## src/rtl/dff_link_pipe.sv

```systemverilog
// Registered delay line of DEPTH stages with per-stage valid, stall, flush,
// a runtime-selectable output tap and a running count of occupied stages.
module dff_link_pipe #(
    parameter int              WIDTH       = 8,
    parameter int              DEPTH       = 4,
    parameter logic [WIDTH-1:0] RESET_VALUE = '0
) (
    input  logic                       CLK,
    input  logic                       RST,
    input  logic [WIDTH-1:0]           input_data,
    input  logic                       input_valid,
    input  logic                       enable,
    input  logic                       flush,
    input  logic [$clog2(DEPTH)-1:0]   tap_sel,
    output logic [WIDTH-1:0]           output_data,
    output logic                       output_valid,
    output logic [$clog2(DEPTH+1)-1:0] fill_count
);

    localparam int TAP_W = $clog2(DEPTH);
    localparam int CNT_W = $clog2(DEPTH+1);
    localparam logic [TAP_W-1:0] LAST_TAP = TAP_W'(DEPTH - 1);

    // Valid has no handshake: input_valid only tags the word entering stage 0
    // on an enabled edge, and rides along with it; there is no ready/backpressure,
    // upstream throttles itself from fill_count.
    logic [WIDTH-1:0] data_q [DEPTH];
    logic [DEPTH-1:0] valid_q;
    logic [CNT_W-1:0] fill_q;
    logic [TAP_W-1:0] tap_eff;

    always_ff @(posedge CLK or negedge RST) begin
        if (!RST) begin
            for (int k = 0; k < DEPTH; k++) data_q[k] <= RESET_VALUE;
            valid_q <= '0;
            fill_q  <= '0;
        end else if (flush) begin
            for (int k = 0; k < DEPTH; k++) data_q[k] <= RESET_VALUE;
            valid_q <= '0;
            fill_q  <= '0;
        end else if (enable) begin
            data_q[0] <= input_data;
            for (int k = 1; k < DEPTH; k++) data_q[k] <= data_q[k-1];
            valid_q <= {valid_q[DEPTH-2:0], input_valid};
            // Entry and exit on the same edge cancel out.
            fill_q  <= fill_q + CNT_W'(input_valid) - CNT_W'(valid_q[DEPTH-1]);
        end
    end

    // Out-of-range taps only exist when DEPTH is not a power of two.
    generate
        if (DEPTH == (1 << TAP_W)) begin : g_no_clamp
            assign tap_eff = tap_sel;
        end else begin : g_clamp
            assign tap_eff = (tap_sel > LAST_TAP) ? LAST_TAP : tap_sel;
        end
    endgenerate

    always_comb begin
        output_data  = data_q[tap_eff];
        output_valid = valid_q[tap_eff];
    end

    assign fill_count = fill_q;

endmodule

```

## config.mk

```make
export PLATFORM = sky130hd
export DESIGN_NAME = dff_link_pipe
export DESIGN_NICKNAME = d
export VERILOG_FILES = /design/src/rtl/dff_link_pipe.sv
export SDC_FILE = /design/constraint.sdc
export NUM_CORES = 1
export LEC_CHECK = 0
export ABC_AREA = 0
export CAP_MARGIN = 15
export CORE_ASPECT_RATIO = 0.9
export CORE_MARGIN = 8
export CORE_UTILIZATION = 45
export CTS_CLUSTER_DIAMETER = 200
export CTS_CLUSTER_SIZE = 12
export DETAILED_ROUTE_END_ITERATION = 6
export PLACE_DENSITY = 0.68
export SYNTH_ARGS = -nofsm -noshare
export SYNTH_HDL_FRONTEND = slang
export SYNTH_SLANG_ARGS = --single-unit
```

## constraint.sdc

```tcl
create_clock -name CLK -period 2 [get_ports CLK]
set_input_delay 0.4 -clock CLK [delete_from_list [all_inputs] [get_ports CLK]]
set_output_delay 0.4 -clock CLK [all_outputs]
set_load 0.02 [all_outputs]
```

* Yosys cells after proc, flatten, opt, wreduce, memory -nomap -nowiden
Cells that the tools add are included.
** Operators by class
- Add/subtract/negate cells :: 2
- Magnitude comparators :: 2
- Muxes and demuxes :: 11
- Bitwise gates (word level) :: 1
- Reduce and logical (&&, ||, !) cells :: 1
** Operator list (number)
- 2-to-1 mux 32 bit :: 2
- binary-select mux 8 bit (select 2 bit) :: 1
- 2-to-1 mux 8 bit :: 2
- 2-to-1 mux 4 bit :: 2
- 2-to-1 mux 3 bit :: 2
- adder 3 x 1 -> 3 bit :: 1
- greater-or-equal comparator 3 bit (second input constant) :: 1
- less-than comparator 2 x 3 -> 1 bit (second input constant) :: 1
- NOT 2 -> 3 bit :: 1
- subtractor 3 x 1 -> 3 bit :: 1
- binary-select mux 1 bit (select 2 bit) :: 1
- nonzero test 2 bit :: 1
- 2-to-1 mux 1 bit :: 1
** Storage, ports and cells
- Flip-flop bits (word level) :: 39
- Bits of input ports :: 15

* Logic depth before layout (Yosys ltp)
Gate-level depths: netlist (run 1).
- Depth after elaboration :: 4
- Mapped depth :: 9
- Gate-level depth less buffers :: 9

* Worst setup path before layout (run 1)
No wires, ideal clock.
- Path type :: flip-flop to flip-flop
- From :: reg fill_q[0], in the netlist fill_count[0]
- To :: reg fill_q[2], in the netlist fill_count[2]
- Setup time :: 0.120 ns
- Arrival :: 1.809 ns
- Required time :: 1.880 ns
- Setup slack :: 0.071 ns
- Stages on the path, launching flop included :: 10
- Path buffers :: 0
- Path through :: dfrtp_1 inv_1 ha_1 inv_1 ha_1 inv_1 fa_1 xor2_1 a21oi_1 a31o_2
** Between the ends
- Cells in the longest elaborated chain, start to end :: 4
** RTL lines
- start, declared :: RTL line 29 : logic [CNT_W-1:0] fill_q;
- start signal, assigned :: RTL line 46 : fill_q <= fill_q + CNT_W'(input_valid) - CNT_W'(valid_q[DEPTH-1]);
- adder 3 x 1 -> 3 bit :: RTL line 46
- subtractor 3 x 1 -> 3 bit :: RTL line 46
- 2-to-1 mux 3 bit :: RTL line 41 : end else if (enable) begin
- 2-to-1 mux 3 bit :: RTL line 37 : end else if (flush) begin
Every way passes these cells. The select of a mux whose other input is x is not followed.
A chain may end at the register's enable or synchronous reset.

* Worst setup path in the final report (run 1)
- From :: in tap_sel[0]
- To :: out output_data[5]
** Between the ends
- Cells in the longest elaborated chain, start to end :: 4
** RTL lines
- start, declared :: RTL line 14 : input logic [$clog2(DEPTH)-1:0] tap_sel,
- NOT 2 -> 3 bit (not written as such) :: RTL line 60 : output_data = data_q[tap_eff];
- binary-select mux 8 bit (select 2 bit) :: RTL line 60
- 2-to-1 mux 8 bit (not written as such) (2 in a row) :: RTL line 60
- end, declared :: RTL line 15 : output logic [WIDTH-1:0] output_data,
Every way passes these cells. The select of a mux whose other input is x is not followed.

==> flow_metrics.env, run 1 <==
export IMPL_drive_gt1_frac=0.212
export IMPL_n_antenna_cell=0
export IMPL_hold_viol_final=0
export IMPL_period_needed_ns=1.95
export IMPL_grt_pass1_wl_um=6200
export IMPL_htreeDepth=2
export IMPL_status="complete, no violations"
export IMPL_initial_utilization=0.462
export IMPL_grt_remaining_overflow=0
export IMPL_final_cell_mix="39 x nor2_1, 39 x dfrtp_1, 38 x mux2i_1"
export IMPL_grt_pass1_vias=1248
export IMPL_final_max_slew_viol_count=0
export IMPL_vias=1188
export IMPL_synth_cell_types=15
export IMPL_clock_root_buffer="clkbuf_8"
export IMPL_cp_end_kind="output pin"
export IMPL_setup_violations=0
export IMPL_cts_tree="built"
export IMPL_wl_per_cell_um=16.1
export IMPL_syn_area_um2=1870
export IMPL_avgViaCountPerCell=5.23
export IMPL_die_area_um2=6480
export IMPL_cts_buffer_depth=2
export IMPL_power_per_cell_area_nw_per_um2=688
export IMPL_synth_seq_cells=39
export IMPL_path_clk_slew_ns=0.07
export IMPL_synth_fp_nets=165
export IMPL_synthesis_instances=147
export IMPL_grt_max_degree=40
export IMPL_peakVddDrop_v=0.000481
export IMPL_yosysTopAreaCell="dfrtp_1"
export IMPL_synth_top_area_frac=0.522
export IMPL_antenna_found_initial=0
export IMPL_numCtsBuffers=5
export IMPL_grt_usage=0.117
export IMPL_worstSetupPathType="input port to output pin"
export IMPL_io_pin_count=27
export IMPL_crit_path_max_fanout=4
export IMPL_drt_pass1_iter_count=4
export IMPL_nets=196
export IMPL_io_buffer_count=26
export IMPL_syn_area_per_cell_um2=12.7
export IMPL_timing_final_crit_share=0.977
export IMPL_routabilityCongestion=0.688
export IMPL_max_cap_viol_count=0
export IMPL_synthTopCellsByArea="dfrtp_1 52%, mux2i_1 20%, mux4_2 11%"
export IMPL_slew_headroom=0.676
export IMPL_hold_class="input port to asynchronous set/reset pin"
export IMPL_arrival_ns=1.55
export IMPL_die_w_um=84.0
export IMPL_clk_latency_ns=0.29
export IMPL_seq_area_frac_synth=0.522
export IMPL_required_ns=1.60
export IMPL_drc=0
export IMPL_clock_skew_ns=0.00642
export IMPL_num_rows=22
export IMPL_max_freq_ghz=0.512
export IMPL_whs_ns=0.155
export IMPL_worstMarginPinSlew_ns=0.486
export IMPL_hpwlAfterDp_um=2440
export IMPL_ant_nets=0
export IMPL_cts_hold_buf=0
export IMPL_yosysWarnings=0
export IMPL_cts_sinks=39
export IMPL_die_h_um=77.2
export IMPL_wirelength_um=3660
export IMPL_critPathLaunchType="input port"
export IMPL_p_leak_nw=1.16
export IMPL_area_growth_synth_to_final_pct=20.7
export IMPL_first_iter_violations=63
export IMPL_final_util=0.558
export IMPL_core_um2=4050
-- Yosys cell counts --
| master | instances |
|---|---|
| buf_4 | 4 |
| fa_1 | 1 |
| buf_6 | 2 |
| ha_1 | 2 |
| mux2i_1 | 38 |
| buf_2 | 4 |
| nor2_1 | 39 |
| a21oi_1 | 1 |
| clkbuf_1 | 1 |
| nand2b_1 | 1 |
| a31o_2 | 1 |
| dfrtp_1 | 39 |
| mux4_2 | 9 |
| inv_1 | 4 |
| xor2_1 | 1 |
-- routing by layer --
layer,vias to the layer above,routed length (um),GRT usage
met5,-,0,0
li1,563,-,-
met3,5,218,0.0496
met4,0,64,0.0379
met1,589,1550,0.146
met2,31,1820,0.180
-- final cells by class --
type                    count  area [um^2]
flip-flops and latches     39          976
clock inverters             1         5.00
multi-input cells          93          811
clock buffers               7         76.3
fillers                   346         1790
inverters                   4         15.0
repair buffers             35          314
well taps                  48         60.1
-- state kept, by name (all words and copies together), names as in the netlist --
register and flops:
fill_count 3, valid_q 4, data_q 32
-- stage by stage --
stage          setup WS [ns]  instances  cell area (um^2)  total power, W  setup TNS, ns
6_report              0.0467        227              2260         0.00155              0
5_1_grt              -0.0261        227              2260         0.00163        -0.0261
4_1_cts               0.0415        225              2230         0.00157              0
3_5_place_dp          -0.547        216              2160         0.00106          -4.82
3_3_place_gp          -0.536        216              2160         0.00105          -4.70
2_1_floorplan         0.0707        147              1870        0.000971              0
-- where the power goes --
group / internal (W) / total [W] / switching [W]
Sequential: 0.000813 / 0.000832 / 0.0000196
Clock: 0.000245 / 0.000504 / 0.000259
Combinational: 0.000110 / 0.000217 / 0.000107
Total: 0.00117 / 0.00155 / 0.000386
-- worst paths after layout --
kind                               start             end  slack [ns]  depth (start not counted)
min in group CLK               data_q[6]       data_q[6]        0.52                          2
hold reg to reg                data_q[6]       data_q[6]        0.52                          2
setup / recovery              tap_sel[0]  output_data[5]        0.05                          4
hold / removal                       RST       data_q[0]        0.15                          2
setup reg to reg           fill_count[0]   fill_count[2]        0.06                          9
max in group asynchronous            RST      data_q[30]        1.50                          2
-- critical path, stage by stage --
cell and delay (ns):
clkdlybuf4s15_2 0.22, bufbuf_16 0.27, mux4_2 0.48, buf_2 0.17
-- repair_timing --
| item | 4_1_cts | 5_1_grt |
|---|---|---|
| setup buffers | 0 | 2 |
| endpoints found under the hold margin | 0 | 0 |
| endpoints found under the setup margin | 9 | 1 |
| resized for setup | 41 | 1 |
| pin swaps | 0 | 0 |
| gates cloned | 1 | 0 |
-- logic make-up (layout without fill, tap and decap cells) --
| kind of cell | count (synthesis) | after routing | share of synthesized area |
|---|---|---|---|
| flops | 39 | 39 | 0.522 |
| compound gates | 2 | 2 | 0.00736 |
| xor+xnor | 1 | 1 | 0.00468 |
| buf+inv | 15 | 47 | 0.0488 |
| simple gates | 40 | 40 | 0.0816 |
| fa+ha+maj | 3 | 3 | 0.0241 |
| mux | 47 | 47 | 0.312 |
Power figures use the tool's default switching activity.
==> run 2: changes to the inputs <==
--- a/config.mk
+++ b/config.mk
@@ -8,7 +8,7 @@
 export ABC_AREA = 0
 export CAP_MARGIN = 15
 export CORE_ASPECT_RATIO = 0.9
-export CORE_MARGIN = 8
+export CORE_MARGIN = 4
 export CORE_UTILIZATION = 45
 export CTS_CLUSTER_DIAMETER = 200
 export CTS_CLUSTER_SIZE = 12
==> run 2 against run 1 <==
Compared with the run above: die area decreased by 19%; non-clock buffer count shrank 1; register-to-register slack improved by 0.09 ns.
==> flow_metrics.env, run 2 (synthesis gave the netlist of run 1 again) <==
export IMPL_arrival_ns=1.54
export IMPL_crit_start="tap_sel[0]"
export IMPL_largest_reg_flops=32
export IMPL_first_iter_violations=60
export IMPL_use_met3=0.0339
export IMPL_use_met1=0.179
export IMPL_path_clk_slew_ns=0.07
export IMPL_max_freq_ghz=0.515
export IMPL_p_int_w=0.00117
export IMPL_top_usage_layer="met2"
export IMPL_pwr_share_comb=0.142
export IMPL_setup_violations=0
export IMPL_largest_register="data_q"
export IMPL_drc=0
export IMPL_io_pin_count=27
export IMPL_switching_power_w=0.000381
export IMPL_grt_remaining_overflow=0
export IMPL_core_um2=3860
export IMPL_wirelength_um=3540
export IMPL_initial_utilization=0.484
export IMPL_worstReg2RegStart="fill_count[0]"
export IMPL_period_needed_ns=1.94
export IMPL_grt_pass1_wl_um=6050
export IMPL_nFillCells=338
export IMPL_grt_pass1_vias=1287
export IMPL_final_cell_mix="39 x nor2_1, 39 x dfrtp_1, 38 x mux2i_1"
export IMPL_cp_end_kind="output pin"
export IMPL_die_area_um2=5250
export IMPL_die_h_um=69.2
export IMPL_switching_share=0.246
export IMPL_whs_ns=0.0627
export IMPL_n_antenna_cell=0
export IMPL_peakVddDrop_v=0.000446
export IMPL_hpwlAfterDp_um=2330
export IMPL_status="complete, no violations"
export IMPL_hold_viol_final=0
export IMPL_avgViaCountPerCell=5.32
export IMPL_hold_class="input port to asynchronous set/reset pin"
export IMPL_clock_root_buffer="clkbuf_8"
export IMPL_cts_buffer_depth=2
export IMPL_io_buffer_count=26
export IMPL_worst_r2r_endpoint="fill_count[2]"
export IMPL_wl_per_cell_um=15.8
export IMPL_worstMarginPinSlew_ns=0.472
export IMPL_rsz0062_at_grt="false"
export IMPL_finalPower_w=0.00155
export IMPL_drive_gt1_frac=0.213
export IMPL_vias=1191
export IMPL_cts_sinks=39
export IMPL_grt_max_degree=41
export IMPL_area_growth_synth_to_final_pct=21.5
export IMPL_critPathLaunchType="input port"
export IMPL_grt_use_met2=0.239
export IMPL_slew_headroom=0.685
export IMPL_final_max_slew_viol_count=0
export IMPL_sequentialPowerShare=0.537
export IMPL_die_w_um=76.0
export IMPL_crit_path_max_fanout=4
export IMPL_numCtsBuffers=5
export IMPL_endpoint="output_data[7]"
export IMPL_max_cap_viol_count=0
export IMPL_nets=195
export IMPL_ant_nets=0
export IMPL_drt_pass1_iter_count=4
export IMPL_final_util=0.589
export IMPL_grt_usage=0.141
export IMPL_r2r_setup_slack_ns=0.15
export IMPL_cts_hold_buf=0
export IMPL_worstSetupPathType="input port to output pin"
export IMPL_p_leak_nw=1.16
export IMPL_required_ns=1.60
export IMPL_clk_latency_ns=0.28
export IMPL_htreeDepth=2
export IMPL_cts_tree="built"
export IMPL_num_rows=21
export IMPL_timing_final_crit_share=0.971
export IMPL_antenna_found_initial=0
export IMPL_rr_worst_depth=9
export IMPL_power_per_cell_area_nw_per_um2=682
export IMPL_p_clk_frac=0.322
export IMPL_clock_skew_ns=0.00514
export IMPL_routabilityCongestion=0.703
-- run 2: changes by cell type in the layout (fill, tap and decap cells not counted) --
| cell | previous run | this run |
|---|---|---|
| buf_6 | 1 | 0 |
| fa_1 | 1 | 0 |
| buf_4 | 6 | 5 |
| buf_2 | 11 | 10 |
| fa_2 | 0 | 1 |
| buf_12 | 1 | 3 |
-- run 2: worst min path at each step --
stage / slack, ns / from / depth (start not counted) / to
global route: 0.1 / RST / 1 / data_q[2]
detailed placement: 0.38 / RST / 1 / data_q[2]
floorplan: 0.10 / RST / 0 / data_q[0]
CTS: 0.07 / RST / 1 / data_q[27]
finish: 0.06 / RST / 1 / data_q[2]
global placement: 0.37 / RST / 1 / data_q[2]
-- run 2: per-stage QoR --
| step | setup TNS (ns) | worst slack, ns | cells | cell area, um^2 |
|---|---|---|---|---|
| final | 0 | 0.0575 | 224 | 2270 |
| after global routing | 0 | 0.0182 | 224 | 2270 |
| after CTS | 0 | 0.0363 | 223 | 2260 |
| after detailed placement | -4.75 | -0.546 | 214 | 2180 |
| after global placement | -4.64 | -0.536 | 214 | 2180 |
| after floorplan | 0 | 0.0707 | 147 | 1870 |
-- run 2: layout make-up --
type | count | area (um^2) | share of cell area
multi-input combinational | 93 | 813 | 0.358
sequential | 39 | 976 | 0.429
inverter | 4 | 15.0 | 0.00660
clock inverter | 1 | 5.00 | 0.00220
timing repair buffer | 34 | 330 | 0.145
tap | 46 | 57.6 | 0.0253
clock buffer | 7 | 76.3 | 0.0336
-- run 2: layer usage --
metal | wire length [um] | vias to the layer above
met4 | 42 | 0
li1 | - | 563
met5 | 0 | -
met2 | 1800 | 15
met1 | 1590 | 607
met3 | 96 | 6
-- run 2: worst max-delay path, cell delays in order --
cell	delay [ns]
clkdlybuf4s15_2	0.22
bufbuf_16	0.27
mux4_2	0.48
buf_2	0.17
-- run 2: repair_timing --
action,in CTS,in global routing
gates cloned,1,0
hold endpoints to repair,0,0
endpoints found under the setup margin,9,1
buffers inserted,0,1
gates resized for setup,41,2
-- run 2: power groups by stage --
| stage | clock [W] | combinational, W | sequential [W] |
|---|---|---|---|
| 2_1_floorplan | 0 | 0.000124 | 0.000846 |
| 3_3_place_gp | 0 | 0.000213 | 0.000845 |
| 3_5_place_dp | 0 | 0.000218 | 0.000847 |
| 4_1_cts | 0.000509 | 0.000221 | 0.000832 |
| 5_1_grt | 0.000551 | 0.000240 | 0.000835 |
| 6_report | 0.000499 | 0.000220 | 0.000833 |
==> run 3: changes to the inputs <==
--- a/config.mk
+++ b/config.mk
@@ -17,3 +17,4 @@
 export SYNTH_ARGS = -nofsm -noshare
 export SYNTH_HDL_FRONTEND = slang
 export SYNTH_SLANG_ARGS = --single-unit
+export TNS_END_PERCENT = 10
==> run 3 against run 2 <==
Compared with the run above: critical path depth unchanged; largest cell class unchanged; via count decreased by 0.34%; non-clock buffer count is 1 lower; final area is 0.11% lower; sequential power about the same; clock skew about the same; global-route usage stayed put; critical path type unchanged.
==> flow_metrics.env, run 3 (synthesis gave the netlist of run 1 again) <==
export IMPL_largest_register="data_q"
export IMPL_placed_cells=214
export IMPL_die_area_um2=5250
export IMPL_clock_root_buffer="clkbuf_8"
export IMPL_period_needed_ns=1.95
export IMPL_peakVddDrop_v=0.000443
export IMPL_htreeDepth=2
export IMPL_setup_violations=0
export IMPL_routabilityCongestion=0.703
export IMPL_slew_headroom=0.688
export IMPL_wirelength_um=3560
export IMPL_hpwlAfterDp_um=2330
export IMPL_core_um2=3860
export IMPL_final_setup_worst_slack_ns=0.0522
export IMPL_clock_skew_ns=0.00528
export IMPL_numCtsBuffers=5
export IMPL_cts_tree="built"
export IMPL_clk_latency_ns=0.28
export IMPL_arrival_ns=1.55
export IMPL_critPathMaxStageDelay_ns=0.48
export IMPL_worstMarginPinSlew_ns=0.468
export IMPL_crit_path_max_fanout=4
export IMPL_stdcell_count=223
export IMPL_die_w_um=76.0
export IMPL_cts_sinks=39
export IMPL_crit_buf_inv=3
export IMPL_first_iter_violations=78
export IMPL_grt_pass1_vias=1287
export IMPL_crit_family="buffers and inverters"
export IMPL_vias=1187
export IMPL_cts_buffer_depth=2
export IMPL_finalPower_w=0.00155
export IMPL_post_place_ws_ns=-0.546
export IMPL_drc=0
export IMPL_required_ns=1.60
export IMPL_grt_max_degree=41
export IMPL_antenna_found_initial=0
export IMPL_cp_end_kind="output pin"
export IMPL_p_leak_nw=1.17
export IMPL_nets=194
export IMPL_tns_ns=0
export IMPL_area_growth_synth_to_final_pct=21.4
export IMPL_hold_viol_final=0
export IMPL_slowest_stage="mux4_2"
export IMPL_initial_utilization=0.484
export IMPL_hold_class="input port to asynchronous set/reset pin"
export IMPL_avgViaCountPerCell=5.32
export IMPL_cts_setup_buffers=0
export IMPL_final_cell_mix="39 x nor2_1, 39 x dfrtp_1, 38 x mux2i_1"
export IMPL_largest_reg_flops=32
export IMPL_status="complete, no violations"
export IMPL_worstSetupPathType="input port to output pin"
export IMPL_max_cap_viol_count=0
export IMPL_path_clk_slew_ns=0.07
export IMPL_power_per_cell_area_nw_per_um2=682
export IMPL_max_freq_ghz=0.513
export IMPL_wl_per_cell_um=16.0
export IMPL_n_antenna_cell=0
export IMPL_num_rows=21
export IMPL_die_h_um=69.2
export IMPL_drt_pass1_iter_count=4
export IMPL_rsz0062_at_grt="false"
export IMPL_drive_gt1_frac=0.209
export IMPL_path_cells="clkdlybuf4s15_2 > bufbuf_16 > mux4_2 > buf_2"
export IMPL_final_max_slew_viol_count=0
export IMPL_cts_hold_buf=0
export IMPL_grt_remaining_overflow=0
export IMPL_grt_pass1_wl_um=6050
export IMPL_grt_usage=0.141
export IMPL_io_pin_count=27
export IMPL_io_buffer_count=26
export IMPL_critPathLaunchType="input port"
export IMPL_ant_nets=0
export IMPL_timing_final_crit_share=0.974
==> run 3: stage by stage <==
| stage | instance area [um^2] | hold slack [ns] | util |
|---|---|---|---|
| 5_1_grt | 2270 | 0.0972 | 0.588 |
| 6_report | 2270 | 0.0619 | 0.588 |
| 4_1_cts | 2250 | 0.0720 | 0.584 |
| 3_5_place_dp | 2180 | 0.381 | 0.566 |
| 2_1_floorplan | 1870 | 0.104 | - |
| 3_3_place_gp | 2180 | 0.373 | 0.566 |
==> run 3: final timing paths <==
kind	endpoint	cells after the start	slack, ns	from
max	output_data[4]	4	0.05	tap_sel[0]
min	data_q[2]	1	0.06	RST
max reg2reg	fill_count[2]	9	0.14	fill_count[0]
min reg2reg	data_q[2]	2	0.52	data_q[2]
max in group asynchronous	data_q[7]	2	1.47	RST
min in group CLK	data_q[2]	2	0.52	data_q[2]
==> run 3: worst register-to-register path, stage by stage (launching register included) <==
cell and delay (ns):
dfrtp_1 0.38, inv_1 0.05, ha_1 0.28, inv_1 0.05, ha_1 0.13, inv_1 0.05
fa_2 0.34, xor2_2 0.16, a21oi_1 0.09, a31o_2 0.22
==> run 3: cell type report <==
cell class,instances,area (um^2)
clock buffer,7,76.3
tap,46,57.6
timing repair buffer,33,328
clock inverter,1,5.00
inverter,4,15.0
fill,335,1590
sequential,39,976
multi-input combinational,93,813
==> run 3: what timing repair did <==
item                       CTS  global route
setup endpoints to repair    9            10
hold endpoints to repair     0             0
gates resized for setup     39             4
cloned                       1             0
==> run 3: where the power goes <==
group          leakage [nW]  internal [W]  switching (W)  total, W
Clock                0.0422      0.000245       0.000252  0.000497
Sequential            0.535      0.000813      0.0000200  0.000833
Combinational         0.589      0.000112       0.000107  0.000219
==> run 3: layer usage <==
layer,up-vias,part of all wire,global-route usage
met5,-,0,0
met4,0,0.012,0.0415
met3,6,0.031,0.0339
met2,19,0.51,0.239
met1,603,0.45,0.179
li1,559,-,-
